==> src/rtl/ps2_pkg.sv <==
// Shared scan-code constants, key IDs and decoder states for the PS/2 scan sequencer.
package ps2_pkg;

  localparam logic [7:0] SC_E0    = 8'hE0;
  localparam logic [7:0] SC_F0    = 8'hF0;
  localparam logic [7:0] SC_UP    = 8'h75;
  localparam logic [7:0] SC_DOWN  = 8'h72;
  localparam logic [7:0] SC_LEFT  = 8'h6B;
  localparam logic [7:0] SC_RIGHT = 8'h74;
  localparam logic [7:0] SC_SPACE = 8'h29;

  localparam int NUM_KEYS = 5;
  localparam int EVT_W    = 4;

  typedef enum logic [2:0] {
    KEY_UP    = 3'd0,
    KEY_DOWN  = 3'd1,
    KEY_LEFT  = 3'd2,
    KEY_RIGHT = 3'd3,
    KEY_SPACE = 3'd4
  } key_id_e;

  typedef enum logic [1:0] {
    ST_IDLE,
    ST_E0,
    ST_F0,
    ST_E0F0
  } dec_state_e;

  typedef struct packed {
    logic    hit;
    key_id_e key;
  } arrow_t;

  // Extended (E0-prefixed) arrow second bytes map onto key IDs 0..3.
  function automatic arrow_t arrow_lookup(input logic [7:0] c);
    arrow_t a;
    a.hit = 1'b1;
    a.key = KEY_UP;
    case (c)
      SC_UP:    a.key = KEY_UP;
      SC_DOWN:  a.key = KEY_DOWN;
      SC_LEFT:  a.key = KEY_LEFT;
      SC_RIGHT: a.key = KEY_RIGHT;
      default:  a.hit = 1'b0;
    endcase
    return a;
  endfunction

endpackage

==> src/rtl/ps2_event_fifo.sv <==
// Small valid/ready event FIFO; read data is forced to zero while empty.
module ps2_event_fifo #(
  parameter int DATA_W     = 4,
  parameter int FIFO_DEPTH = 4
) (
  input  logic              CLK,
  input  logic              RST,
  input  logic              wr_valid,
  input  logic [DATA_W-1:0] wr_data,
  output logic              wr_ready,
  output logic              rd_valid,
  output logic [DATA_W-1:0] rd_data,
  input  logic              rd_ready
);

  localparam int PTR_W = $clog2(FIFO_DEPTH);
  localparam int CNT_W = PTR_W + 1;

  logic [PTR_W-1:0]  wr_ptr_q, wr_ptr_d;
  logic [PTR_W-1:0]  rd_ptr_q, rd_ptr_d;
  logic [CNT_W-1:0]  cnt_q, cnt_d;
  logic [DATA_W-1:0] mem_q [FIFO_DEPTH];
  logic [DATA_W-1:0] mem_d [FIFO_DEPTH];
  logic              do_push;
  logic              do_pop;

  assign rd_valid = (cnt_q != '0);
  assign do_pop   = rd_valid & rd_ready;
  // A simultaneous pop frees the slot, so a full FIFO still accepts.
  assign wr_ready = (cnt_q != CNT_W'(FIFO_DEPTH)) | do_pop;
  assign do_push  = wr_valid & wr_ready;
  assign rd_data  = rd_valid ? mem_q[rd_ptr_q] : '0;

  always_comb begin
    mem_d    = mem_q;
    wr_ptr_d = wr_ptr_q;
    rd_ptr_d = rd_ptr_q;
    cnt_d    = cnt_q + CNT_W'(do_push) - CNT_W'(do_pop);
    if (do_push) begin
      mem_d[wr_ptr_q] = wr_data;
      wr_ptr_d        = wr_ptr_q + PTR_W'(1);
    end
    if (do_pop) begin
      rd_ptr_d = rd_ptr_q + PTR_W'(1);
    end
  end

  always_ff @(posedge CLK or posedge RST) begin
    if (RST) begin
      wr_ptr_q <= '0;
      rd_ptr_q <= '0;
      cnt_q    <= '0;
    end else begin
      wr_ptr_q <= wr_ptr_d;
      rd_ptr_q <= rd_ptr_d;
      cnt_q    <= cnt_d;
    end
  end

  always_ff @(posedge CLK) begin
    mem_q <= mem_d;
  end

endmodule

==> src/rtl/ps2_scan_sequencer.sv <==
// PS/2 scan-code decoder for arrows/space feeding an event FIFO and a live key bitmap.
// Define PS2_TYPEMATIC_FILTER_EN to suppress auto-repeat make events.
module ps2_scan_sequencer
  import ps2_pkg::*;
#(
  parameter int FIFO_DEPTH     = 4,
  parameter int PREFIX_TIMEOUT = 500000
) (
  input  logic                CLK,
  input  logic                RST,
  input  logic                code_valid,
  input  logic [7:0]          code,
  input  logic                code_error,
  output logic                evt_valid,
  input  logic                evt_ready,
  output logic [2:0]          evt_key,
  output logic                evt_break,
  output logic [NUM_KEYS-1:0] key_held,
  output logic                overflow
);

  localparam int             TO_W    = $clog2(PREFIX_TIMEOUT + 1);
  localparam logic [TO_W-1:0] TO_LAST = TO_W'(PREFIX_TIMEOUT - 1);

  dec_state_e          state_q, state_d;
  logic [TO_W-1:0]     cnt_q, cnt_d;
  logic [NUM_KEYS-1:0] held_q, held_d;
  logic                overflow_q, overflow_d;

  arrow_t              arrow;
  logic                emit;
  key_id_e             emit_key;
  logic                emit_brk;
  logic                push;
  logic                wr_ready;
  logic [EVT_W-1:0]    wr_data;
  logic [EVT_W-1:0]    rd_data;

  assign arrow = arrow_lookup(code);

  always_comb begin
    state_d  = state_q;
    cnt_d    = cnt_q;
    emit     = 1'b0;
    emit_key = KEY_UP;
    emit_brk = 1'b0;
    if (code_error) begin
      state_d = ST_IDLE;
      cnt_d   = '0;
    end else if (code_valid) begin
      cnt_d   = '0;
      state_d = ST_IDLE;
      unique case (state_q)
        ST_IDLE: begin
          if (code == SC_E0)         state_d = ST_E0;
          else if (code == SC_F0)    state_d = ST_F0;
          else if (code == SC_SPACE) begin
            emit     = 1'b1;
            emit_key = KEY_SPACE;
          end
        end
        ST_E0: begin
          if (code == SC_F0)  state_d = ST_E0F0;
          else if (arrow.hit) begin
            emit     = 1'b1;
            emit_key = arrow.key;
          end
        end
        ST_F0: begin
          if (code == SC_SPACE) begin
            emit     = 1'b1;
            emit_key = KEY_SPACE;
            emit_brk = 1'b1;
          end
        end
        ST_E0F0: begin
          if (arrow.hit) begin
            emit     = 1'b1;
            emit_key = arrow.key;
            emit_brk = 1'b1;
          end
        end
        default: ;
      endcase
    end else if (state_q != ST_IDLE) begin
      // A stalled prefix is abandoned so a lost byte cannot poison the next key.
      if (cnt_q >= TO_LAST) begin
        state_d = ST_IDLE;
        cnt_d   = '0;
      end else begin
        cnt_d = cnt_q + TO_W'(1);
      end
    end
  end

  always_comb begin
    held_d = held_q;
    push   = emit;
`ifdef PS2_TYPEMATIC_FILTER_EN
    if (emit && !emit_brk && held_q[emit_key]) push = 1'b0;
`endif
    if (push) held_d[emit_key] = ~emit_brk;
    overflow_d = overflow_q | (push & ~wr_ready);
  end

  always_ff @(posedge CLK or posedge RST) begin
    if (RST) begin
      state_q    <= ST_IDLE;
      cnt_q      <= '0;
      held_q     <= '0;
      overflow_q <= 1'b0;
    end else begin
      state_q    <= state_d;
      cnt_q      <= cnt_d;
      held_q     <= held_d;
      overflow_q <= overflow_d;
    end
  end

  assign wr_data = {emit_brk, emit_key};

  ps2_event_fifo #(
    .DATA_W    (EVT_W),
    .FIFO_DEPTH(FIFO_DEPTH)
  ) u_fifo (
    .CLK     (CLK),
    .RST     (RST),
    .wr_valid(push),
    .wr_data (wr_data),
    .wr_ready(wr_ready),
    .rd_valid(evt_valid),
    .rd_data (rd_data),
    .rd_ready(evt_ready)
  );

  assign evt_key   = rd_data[2:0];
  assign evt_break = rd_data[3];
  assign key_held  = held_q;
  assign overflow  = overflow_q;

endmodule

==> config.mk <==
export PLATFORM = sky130hd
export DESIGN_NAME = ps2_scan_sequencer
export DESIGN_NICKNAME = d
export VERILOG_FILES = /design/src/rtl/ps2_pkg.sv /design/src/rtl/ps2_event_fifo.sv /design/src/rtl/ps2_scan_sequencer.sv
export SDC_FILE = /design/constraint.sdc
export NUM_CORES = 1
export LEC_CHECK = 0
export BUFFER_PORTS_ARGS = -buffer_cell sky130_fd_sc_hd__buf_2
export CORE_MARGIN = 3
export CORE_UTILIZATION = 60
export DETAILED_ROUTE_END_ITERATION = 10
export GPL_TIMING_DRIVEN = 0
export HOLD_SLACK_MARGIN = 0.15
export PLACE_DENSITY = 0.88
export SYNTH_ARGS = -nofsm -noshare
export SYNTH_HDL_FRONTEND = slang
export SYNTH_HIERARCHICAL = 1
export SYNTH_SLANG_ARGS = --single-unit
==> constraint.sdc <==
create_clock -name CLK -period 8 [get_ports CLK]
set_input_delay 0.4 -clock CLK [delete_from_list [all_inputs] [get_ports CLK]]
set_output_delay 0.4 -clock CLK [all_outputs]
set_load 0.03 [all_outputs]
Word level (Yosys, flattened, before mapping)
Cells that the tools add are included.

cells by class
  $add $sub $neg = 5
  order comparisons = 6
  equal/unequal tests = 11
  mux-type cells = 43
  bitwise operators = 9
  reduce and logical (&&, ||, !) cells = 9

operators with widths
  cell                   number
  $mux 19                4
  $eq 8x7->1 const B     4
  $mux 3                 7
  $add 19x1->19 const B  1
  $ge 19x19->1 const B   1
  $bwmux 16              1
  $eq 8x8->1 const B     2
  $mux 4                 4
  $mux 2                 7
  $pmux 3 s4             1
  $mux 1                 11
  $reduce_bool 3->1      3
  $bmux 4 s2             1
  $demux 4 s2            1
  $eq 8x6->1 const B     1
  $ge 3x3->1 const B     2
  $not 2->3              2
  $pmux 2 s3             1
  $bwmux 5               1
  $add 2x1->2 const B    2
  $eq 2x2->1 const B     2
  $lt 3x4->1 const B     1
  $pmux 1 s4             1
  $pmux 2 s2             1
  16 further kinds       21

word-level totals
  register bits = 50
  input bits = 13
  output and inout port bits = 11
  word-level logic and storage cells = 94

Depth between registers and ports, before layout
Gate-level depths: netlist of run 1.

  word-level depth = 13
  mapped depth = 15
  gate-level depth less buffers = 14

Cells and area by module
The synthesis of run 1 kept the hierarchy.

by module, submodules not included
  module              times used  cells an instance  area each (um^2)  seq. area each (um^2)
  ps2_scan_sequencer  1           177                1,576.5           675.6
  ps2_event_fifo      1           64                 1,032.2           655.6

Least setup slack after synthesis of run 1
Ideal clock, no wire load.

  kind = in2reg
  start point = input port code[6]
  end point = register u_fifo.cnt_q[2]
  setup time = 0.123 ns
  arrival time = 2.687 ns
  data required time = 7.877 ns
  setup slack = 5.191 ns
  stages on the path = 14
  path buffers = 0
  cells stage by stage = nand2_1 > or4b_4 > o211ai_1 > nand2_1 > inv_1 > and2_4 > inv_1 > ha_1 > inv_1 > ha_1 > inv_1 > fa_1 > xnor2_1 > xnor2_1

between the ends
  cells in the longest elaborated chain, start to end = 11
  elaborated cells between the ends (all ways) = 20
  classes of those cells = add/sub (2); eq/ne (7); mux (9); bitwise (1); reduce/logical (1)

ends and longest elaborated chain
  item                              RTL line                                            text
  start, declared                   ps2_scan_sequencer.sv:12                            input logic [7:0] code,
  $eq 8x7->1                        ps2_pkg.sv:40                                       case (c)
  $reduce_or 4->1 (no source line)  -
  $mux 1                            ps2_pkg.sv:40
  $mux 1                            ps2_scan_sequencer.sv:64, ps2_scan_sequencer.sv:77
  $mux 1                            ps2_scan_sequencer.sv:63                            if (code == SC_F0) state_d = ST_E0F0;
  $pmux 1 s4 (*)                    ps2_scan_sequencer.sv:53                            unique case (state_q)
  $mux 1 (*)                        ps2_scan_sequencer.sv:50                            end else if (code_valid) begin
  $mux 1 (*)                        ps2_scan_sequencer.sv:47                            if (code_error) begin
  named net emit                    ps2_scan_sequencer.sv:31                            logic emit;
  $and 1x1->1 (*)                   ps2_event_fifo.sv:31                                assign do_push = wr_valid & wr_ready;
  $add 3x1->3 (*)                   ps2_event_fifo.sv:38                                cnt_d = cnt_q + CNT_W'(do_push) - CNT_W'(do_pop);
  $sub 3x1->3 (*)                   ps2_event_fifo.sv:38
  named net u_fifo.cnt_d[2]         ps2_event_fifo.sv:21                                logic [CNT_W-1:0] cnt_q, cnt_d;
  end signal, assigned              ps2_event_fifo.sv:56                                cnt_q <= cnt_d;
  end, declared                     ps2_event_fifo.sv:21

The timed path passes the listed nets; every way through them passes the cells marked *.
A chain may end at the register's enable or synchronous reset.

Worst setup path after layout of run 1
  start point = register state_q[0]
  end point = register u_fifo.cnt_q[2]

between the ends
  cells in the longest elaborated chain, start to end = 7
  elaborated cells between the ends (all ways) = 10
  classes of those cells = add/sub (2); eq/ne (3); mux (3); bitwise (1); reduce/logical (1)

ends and longest elaborated chain
  item                                RTL line                   text
  start, declared                     ps2_scan_sequencer.sv:25   dec_state_e state_q, state_d;
  start signal, assigned              ps2_scan_sequencer.sv:113  state_q <= state_d;
  $eq 2x2->1 (tied with other cells)  ps2_scan_sequencer.sv:53
  $pmux 1 s4 (*)                      ps2_scan_sequencer.sv:53
  $mux 1 (*)                          ps2_scan_sequencer.sv:50
  $mux 1 (*)                          ps2_scan_sequencer.sv:47
  named net emit                      ps2_scan_sequencer.sv:31
  $and 1x1->1 (*)                     ps2_event_fifo.sv:31
  $add 3x1->3 (*)                     ps2_event_fifo.sv:38
  $sub 3x1->3 (*)                     ps2_event_fifo.sv:38
  named net u_fifo.cnt_d[2]           ps2_event_fifo.sv:21

Marks and branches as above.

==> results of run 1 <==
-- metrics by stage --
step / instances / worst slack, ps / utilization, % / power (mW)
after floorplan: 241 / 5191 / - / 0.3781
after global placement: 314 / 4918 / 68.19 / 0.4003
after detailed placement: 314 / 4861 / 68.19 / 0.4066
after CTS: 323 / 4854 / 70.42 / 0.5452
after global routing: 323 / 4562 / 70.42 / 0.5714
final: 323 / 4843 / 70.42 / 0.5399
-- kinds of logic (layout without fill, tap and decap cells) --
logic type,count (synthesis),after routing,share of synthesized area (%)
buf+inv,22,54,3.501
simple gates,112,112,23.84
flops,50,50,51.03
mux,7,7,4.748
compound gates,26,26,7.098
fa+ha+maj,8,8,4.125
xor+xnor,16,16,5.660
-- sequential cells by signal, indices dropped and copies added, names as in the netlist --
name / cells
cnt_q: 19
u_fifo/mem_q: 16
key_held: 5
u_fifo/cnt_q: 3
state_q: 2
u_fifo/rd_ptr_q: 2
u_fifo/wr_ptr_q: 2
overflow: 1
-- routing by layer --
metal | track usage [%] | wire length [um]
met1 | 30.08 | 2235
met2 | 32.55 | 2298
met3 | 5.125 | 215
met4 | 5.846 | 47
met5 | 0 | 0
-- timing repair --
action | CTS | global route
setup buffers | 0 | 0
hold buffers | 1 | 0
gates resized for setup | 0 | 0
endpoints found under the hold margin | 7 | 0
-- worst reg2reg max path: stages (launching register included) --
cell      delay, ps
dfrtp_1         370
clkbuf_1        220
nor4_1          500
nand3_1         130
o211ai_1        140
nand2_1         130
inv_1           150
and2_4          200
inv_1            60
ha_1            280
inv_1            60
ha_1            130
inv_1            50
fa_1            370
xnor2_1         170
xnor2_1         130
-- worst paths after layout --
check	startpoint	to
max in group asynchronous	RST	cnt_q[17]
min	code[4]	state_q[0]
max reg2reg	state_q[0]	u_fifo/cnt_q[2]
max	state_q[0]	u_fifo/cnt_q[2]
min in group asynchronous	RST	u_fifo/wr_ptr_q[1]
min reg2reg	overflow	overflow
-- cell usage after synthesis (all sizes together) (2+ instances only) --
| master | number |
|---|---|
| nor4bb | 2 |
| nor2 | 25 |
| o21ai | 10 |
| or3 | 4 |
| mux4 | 4 |
| ha | 7 |
| nor2b | 3 |
| inv | 13 |
| xnor2 | 9 |
| nor3b | 3 |
| nand3 | 19 |
| or4b | 3 |
| clkbuf | 4 |
| nor3 | 4 |
| and3 | 6 |
| dfrtp | 34 |
| and2 | 8 |
| buf | 5 |
| a22o | 4 |
| mux2 | 3 |
| edfxtp | 16 |
| nor4 | 6 |
| nand2 | 16 |
| xor2 | 7 |
| a21o | 3 |
| a21oi | 2 |
| nand4 | 6 |
| nand2b | 2 |
| nor4b | 2 |
-- area by class of cell --
class                   count  area (um2)
clock buffers               6       72.57
repair buffers             24       125.1
well taps                  50       62.56
flip-flops and latches     50        1331
multi-input cells         169        1186
fillers                   309        1209
inverters                  13       48.80
plain buffers               9       42.54
clock inverters             2       8.758
-- report_power, final --
group          switching [mW]  internal, mW  total [mW]
clock                  0.0795        0.0603       0.140
sequential             0.0153         0.279       0.294
combinational          0.0573        0.0491       0.106
total                   0.152         0.388       0.540
==> impl_metrics.toml, run 1 <==
[status]
status = "complete, no violations"

[clock_tree]
root_buffer = "clkbuf_8"
cts_htree_levels = 2
cts_buffers = 5
clk_path_buf_depth = 2
clk_pin_slew_worst_paths_ps = 90
cts_tree = "built"
clock_latency_ps = 300
numClockSinks = 50

[critical_path]
cp.arrival_ps = 3380
slowest_delay_ps = 500
cp_num_buf_inv = 5
path_depth = 15
endpoint_kind = "flip-flop"
path_cells = "clkbuf_1, nor4_1, nand3_1, o211ai_1, nand2_1, inv_1, and2_4, inv_1, ha_1, inv_1, ha_1, inv_1, fa_1, xnor2_1, xnor2_1"
reg2reg_depth = 15
cp_common_cell = "inv_1"
crit_family = "simple AND/OR/NAND/NOR gates"
worst_path_max_delay_cell = "nor4_1"
cp-start-kind = "flip-flop"
crit_required_ps = 8230
cp_max_fo = 10
rrSetupSlack_ps = 4840
crit_type = "flip-flop to flip-flop"

[finish]
final_area_um2 = 2878
num-nets-final = 293
final_common_cell = "dfrtp_1"
final_cell_mix = "34 x dfrtp_1, 27 x buf_2, 25 x nor2_1"
drive_gt1_share_pct = 17.95
syn2layout_area_growth_pct = 10.31
antenna_cells = 0

[sta]
hold_viol = 0
maxSlewViolCount = 0
tns_ps = 0
finalSetupViolCount = 0
grt_setup_unrepaired = "false"
fmax_mhz = 316.7
holdWs_ps = 374.4
skew_ps = 6.410
slew_headroom_pct = 28.96
period_share_pct = 39.47
min_period_ps = 3157
worstMarginPinSlew_ps = 1064

[place]
port_buffers = 23
gp_congestion = 0.8349
dp_hpwl_um = 3618
placed_area_um2 = 2786

[hold_path]
hold_path_class = "input pin to flip-flop"
hold_depth = 2

[synthesis]
syn_area_per_cell_um2 = 10.82
syn_area_um2 = 2609
ys_ff_latch = 50
yosys.area.top_type = "dfrtp_1"
synth_edf_count = 16
yosys_warnings = 6
synthTopCellsByArea = "dfrtp_1 33%, edfxtp_1 18%, nand3_1 3.6%"
ys_seq_area_share_pct = 51.03
synth_top_area_share_pct = 32.61
synth_nets = 262
ys.flop_type = "dfrtp_1"
async_flop_share_pct = 68.00
syn-instance-count = 241
synth.distinct_cells = 47

[floorplan]
die_w_um = 71.94
dieArea_um2 = 5175
initial_core_util_pct = 63.84
pin_count = 24
core_um2 = 4086
num_rows = 23
die_h_um = 71.94

[global_route]
globalRouteOverflowTotal = 0
antenna_found_initial = 0
track_usage_pct = 21.05
grt_max_degree = 28
grt_pass1_vias = 1791
grt_pass1_wl_um = 8418

[power]
irDropWorstVdd_mv = 0.1434
p_per_area_nw_per_um2 = 187.6
power_leakage_nw = 1.295

[routing]
vias = 1868
wl_per_cell_um = 14.85
drtAntennaViolNets = 0
vias_per_cell = 5.783
drc = 0
drt-total-wl_um = 4796
dr.first_iter.drc_count = 157
firstDrtPassIters = 4

[job]
drv_cap = 0
No activity file was read; power rests on OpenSTA's default activity.
==> run 2, diff against run 1 <==
- CORE_UTILIZATION: 60 -> 59
- PLACE_DENSITY: 0.88 -> 0.87
- clock period: 8 -> 3.01 ns (I/O delays scaled with it)
==> impl_metrics.toml, run 2 (synthesis results as in run 1) <==
[status]
status = "complete, no violations"

[finish]
final_common_cell = "dfrtp_1"
largest_reg_flops = 19
antenna_cells = 0
postLayoutCoreUtil_pct = 71.35
drive_gt1_share_pct = 19.93
num-nets-final = 296
syn2layout_area_growth_pct = 13.33
final_cell_mix = "33 x dfrtp_1, 27 x buf_2, 25 x nor2_1"
largest-register = "cnt_q"

[clock_tree]
clk_path_buf_depth = 2
numClockSinks = 50
clock_latency_ps = 300
cts_htree_levels = 2
clk_pin_slew_worst_paths_ps = 90
cts_tree = "built"
root_buffer = "clkbuf_8"
cts_buffers = 5

[global_route]
grtUsageMet3_pct = 4.986
globalRouteOverflowTotal = 0
grt_pass1_wl_um = 8052
grt_pass1_vias = 1697
grt_busiest_layer = "met2"
grt_max_degree = 28
grtUsageMet2_pct = 30.13
track_usage_pct = 19.97
antenna_found_initial = 0
use_met1_pct = 29.62

[hold_path]
hold_path_class = "input pin to flip-flop"

[sta]
min_period_ps = 2752
worstMarginPinSlew_ps = 1030
timing.final.ws_setup_ps = 258.1
slew_headroom_pct = 31.26
maxSlewViolCount = 0
skew_ps = 4.701
hold_viol = 0
fmax_mhz = 363.4
finalSetupViolCount = 0
period_share_pct = 91.43

[power]
switchingPower_mw = 0.4187
intPower_mw = 1.122
irDropWorstVdd_mv = 0.2748
power_leakage_nw = 1.329
power.total_mw = 1.541
power.share.switching_pct = 27.17
p_comb_share_pct = 18.6
seqPwrFrac_pct = 50.6
p_per_area_nw_per_um2 = 521.3
clockPowerShare_pct = 30.8

[critical_path]
crit_type = "flip-flop to flip-flop"
critical_path.startpoint = "state_q[0]"
cp-start-kind = "flip-flop"
cp_max_fo = 6
slowest_delay_ps = 460
cp_common_cell = "inv_1"
crit_required_ps = 3240
cp_num_buf_inv = 4
crit_path_end = "u_fifo/cnt_q[2]"
path_cells = "nor4_4, nand3_1, o211ai_1, nand2_1, inv_1, and2_4, inv_1, ha_1, inv_1, ha_1, inv_1, fa_1, xnor2_1, xnor2_1"
cp.arrival_ps = 2980
worst_path_max_delay_cell = "dfrtp_2"
rrSetupSlack_ps = 260
path_depth = 14
crit_family = "adder cells"
endpoint_kind = "flip-flop"
r2r_end = "u_fifo/cnt_q[2]"
reg2reg_depth = 14
r2r_start = "state_q[0]"

[place]
pre_cts_ws_ps = -87.32
port_buffers = 23
dp_hpwl_um = 3466
gp_congestion = 0.8239

[floorplan]
core_um2 = 4144
pin_count = 24
num_rows = 23
initial_core_util_pct = 62.95
die_w_um = 72.50
dieArea_um2 = 5256
die_h_um = 72.50

[job]
drv_cap = 0

[routing]
wl_per_cell_um = 14.43
drt-total-wl_um = 4703
dr.first_iter.drc_count = 82
vias_per_cell = 5.758
firstDrtPassIters = 4
drc = 0
drtAntennaViolNets = 0
vias = 1877
## run 2: cell types whose count changed in the layout (fill, tap and decap cells not counted), sizes merged
| cell | previous run | this run |
|---|---|---|
| inv | 13 | 14 |
| buf | 28 | 30 |
| clkbuf | 10 | 8 |
| clkinv | 2 | 1 |
| dlygate4sd3 | 1 | 3 |
| bufinv | 0 | 1 |
## run 2: metal layers
metal | share of wire (%) | up-vias
li1 | - | 931
met3 | 4.4 | 4
met4 | 0.62 | 0
met5 | 0 | -
met1 | 48 | 894
met2 | 47 | 48
## run 2: per-stage QoR
stage	instance area (um2)	instances	setup TNS (ps)	hold WS, ps
2_1_floorplan	2609	241	0	-46.10
3_3_place_gp	2786	314	-24.64	91.93
3_5_place_dp	2786	314	-87.32	107.9
4_1_cts	2935	325	0	182.1
5_1_grt	2957	326	-0.5804	201.6
6_report	2957	326	0	177.3
## run 2: worst min path at each step
| stage | cells after the start | from | to |
|---|---|---|---|
| finish | 3 | code[4] | state_q[1] |
| global route | 3 | code[4] | state_q[1] |
| CTS | 3 | code[4] | state_q[1] |
| detailed placement | 2 | RST | u_fifo/wr_ptr_q[0] |
| global placement | 2 | RST | u_fifo/wr_ptr_q[0] |
| floorplan | 1 | RST | u_fifo/cnt_q[0] |
## run 2: power groups by stage
stage / logic (mW) / registers, mW / clock network, mW
floorplan: 0.218 / 0.787 / 0
global placement: 0.271 / 0.792 / 0
detailed placement: 0.286 / 0.795 / 0
CTS: 0.289 / 0.781 / 0.483
global route: 0.319 / 0.787 / 0.515
finish: 0.286 / 0.780 / 0.475
## run 2: area by class of cell
| type | instances | area (um2) |
|---|---|---|
| tap | 50 | 62.56 |
| inverter | 13 | 48.80 |
| clock buffer | 5 | 68.82 |
| buffer | 8 | 38.79 |
| fill | 308 | 1187 |
| timing repair buffer | 28 | 160.2 |
| sequential | 50 | 1333 |
| multi-input combinational | 169 | 1201 |
| clock inverter | 3 | 43.79 |
## run 2: what timing repair did
item | CTS | global route
endpoints found under the setup margin | 1 | 2
hold buffers | 3 | 0
cloned | 0 | 0
pin swaps | 1 | 0
buffers inserted | 0 | 2
gates resized for setup | 1 | 2
endpoints found under the hold margin | 36 | 0
## run 2: worst min-delay path, stage by stage
cell	delay, ps
buf_2	140
nand4_1	70
o21ai_0	80
==> run 3, diff against run 2 <==
- MAX_ROUTING_LAYER: default -> met4
- SLEW_MARGIN: default -> 20
- SYNTH_HIERARCHICAL: 1 -> default
==> impl_metrics.toml, run 3 <==
[synthesis]
synth_xor_area_share_pct = 7.560
synthSimpleGateAreaFrac_pct = 21.55
synth_adder_area_share_pct = 4.222
syn_area_um2 = 2549
synth_compound_area_share_pct = 6.136
ys_seq_area_share_pct = 52.23
syn-instance-count = 225
async_flop_share_pct = 68.00
yosys_warnings = 0
synth_edf_count = 16
synth_common_cells = "34 x dfrtp_1, 27 x nor2_1, 16 x edfxtp_1, 14 x xnor2_1"
yosysMostFrequentCell = "dfrtp_1"
yosys.area.top_type = "dfrtp_1"
ys_ff_latch = 50
synth_nets = 246
syn_area_per_cell_um2 = 11.33
synth_top_area_share_pct = 33.38
muxShareOfSynthArea_pct = 6.186
synth_top_family_by_area = "simple AND/OR/NAND/NOR gates"
synthTopCellsByArea = "dfrtp_1 33%, edfxtp_1 19%, xnor2_1 4.8%"
synth.distinct_cells = 46
ys.flop_type = "dfrtp_1"

[power]
seqPwrFrac_pct = 49.0
p_per_area_nw_per_um2 = 550.2
power_leakage_nw = 1.221
clockPowerShare_pct = 34.4
intPower_mw = 1.180
irDropWorstVdd_mv = 0.3599
p_comb_share_pct = 16.5
power.share.switching_pct = 25.22
switchingPower_mw = 0.3980

[finish]
antenna_cells = 0
num-nets-final = 277
fillers = 300
largest-register = "cnt_q"
largest_reg_flops = 19
final_cell_mix = "34 x dfrtp_1, 27 x nor2_1, 24 x buf_2"
multi_input_area_um2 = 1164
drive_gt1_share_pct = 18.68
fin_cells = 307
seq_area_um2 = 1331
final_common_cell = "dfrtp_1"
syn2layout_area_growth_pct = 12.57

[place]
place.detailed.instances = 298
gp_congestion = 0.8732
dp_hpwl_um = 3406
port_buffers = 23

[hold_path]
hold_depth = 3
hold_path_class = "input pin to flip-flop"
hold_start = "evt_ready"
whs_endpoint = "overflow"

[routing]
drt-total-wl_um = 4507
drtAntennaViolNets = 0
vias = 1743
vias_per_cell = 5.678
drc = 0
wl_per_cell_um = 14.68
firstDrtPassIters = 5
dr.first_iter.drc_count = 74

[critical_path]
path_cells = "nor4b_1, a311oi_1, o21ai_1, a21oi_4, ha_1, fa_1, xor2_1, xnor2_1"
worst_path_max_delay_cell = "dfrtp_1"
reg2reg_depth = 8
cp_max_fo = 7
cp-start-kind = "flip-flop"
r2r_start = "state_q[1]"
crit_type = "flip-flop to flip-flop"
endpoint_kind = "flip-flop"
cp_num_buf_inv = 0
r2r_end = "u_fifo.cnt_q[2]"
rrSetupSlack_ps = 460
cp.arrival_ps = 2750
crit_family = "compound AO/OA/AOI/OAI gates"
crit_required_ps = 3210
slowest_delay_ps = 450

[sta]
min_period_ps = 2551
tns_ps = 0
holdWs_ps = 221.8
skew_ps = 3.918
hold_viol = 0
finalSetupViolCount = 0
maxSlewViolCount = 0
worstMarginPinSlew_ps = 882.3
slew_headroom_pct = 40.35
grt_setup_unrepaired = "false"
fmax_mhz = 391.9
period_share_pct = 84.76

[floorplan]
core_um2 = 4086
num_rows = 23
dieArea_um2 = 5144
initial_core_util_pct = 62.37
die_w_um = 71.73
die_h_um = 71.73
pin_count = 24

[clock_tree]
numClockSinks = 50
root_buffer = "clkbuf_8"
cts_htree_levels = 2
cts_tree = "built"
clk_path_buf_depth = 2
post_cts_buffers = 0
clock_latency_ps = 300
cts_buffers = 5
clk_pin_slew_worst_paths_ps = 90

[global_route]
track_usage_pct = 20.78
antenna_found_initial = 0
globalRouteOverflowTotal = 0
grt_pass1_wl_um = 8107
grt_pass1_vias = 1765
grt_max_degree = 35

[job]
drv_cap = 0

[status]
status = "complete, no violations"
## run 3: cell count changes after synthesis, sizes merged, moves of 3 or more
cell / delta
mux2: +3
clkbuf: -3
and2: +3
nand3: -13
and3: -3
nand2: -4
buf: -4
nor3: +5
nor4: -4
xnor2: +5
a22o: -4
## run 3: worst max path at each step
stage	cells past startpoint	from	slack, ps	endpoint
6_report	8	state_q[1]	460	u_fifo.cnt_q[2]
5_1_grt	8	state_q[1]	220	u_fifo.cnt_q[2]
4_1_cts	8	state_q[1]	470	u_fifo.cnt_q[2]
3_5_place_dp	8	state_q[1]	520	u_fifo.cnt_q[2]
3_3_place_gp	8	state_q[1]	540	u_fifo.cnt_q[2]
2_1_floorplan	8	u_fifo.cnt_q[0]	600	u_fifo.cnt_q[2]
## run 3: per-stage QoR
stage | setup slack (ps) | power, mW | utilization [%] | instance area, um2
floorplan | 603.5 | 0.9841 | - | 2549
global placement | 543.0 | 1.037 | 66.72 | 2726
detailed placement | 517.1 | 1.052 | 66.72 | 2726
CTS | 469.8 | 1.590 | 70.21 | 2869
global route | 224.9 | 1.665 | 70.21 | 2869
finish | 458.6 | 1.578 | 70.21 | 2869
## run 3: repair_timing
action,4_1_cts,5_1_grt
endpoints found under the hold margin,34,0
resized for setup,0,0
hold buffers,1,0
## run 3: layout make-up
class / count / share of cell area (%)
flip-flops and latches: 50 / 46.40
clock inverters: 3 / 2.224
plain buffers: 2 / 0.3053
inverters: 12 / 1.570
clock buffers: 5 / 2.399
multi-input cells: 161 / 40.56
repair buffers: 24 / 4.361
well taps: 50 / 2.181
## run 3: layer usage
metal | global-route usage (%) | wire length [um]
met5 | - | 0
met2 | 32.35 | 2100
met1 | 26.92 | 2147
met3 | 5.049 | 194
met4 | 6.889 | 65
## run 3: logic make-up (layout without fill, tap and decap cells)
group | after synthesis | count (layout)
DFF | 50 | 50
xor gates and xnor gates | 22 | 22
and+or+nand+nor | 101 | 101
adders and majority gates | 8 | 8
muxes | 10 | 10
buffers and inverters | 14 | 46
AOI/OAI and AO/OA | 20 | 20
## run 3: power by group through the flow
stage	combinational (mW)	sequential, mW	clock [mW]
floorplan	0.205	0.780	0
global placement	0.251	0.786	0
detailed placement	0.264	0.788	0
CTS	0.267	0.774	0.550
global route	0.298	0.780	0.587
finish	0.261	0.774	0.544
## run 3: worst reg2reg max path, stage by stage, from the launching register on
cell      delay [ps]
dfrtp_1          450
nor4b_1          370
a311oi_1         180
o21ai_1          350
a21oi_4          160
ha_1             260
fa_1             380
xor2_1           160
xnor2_1          130
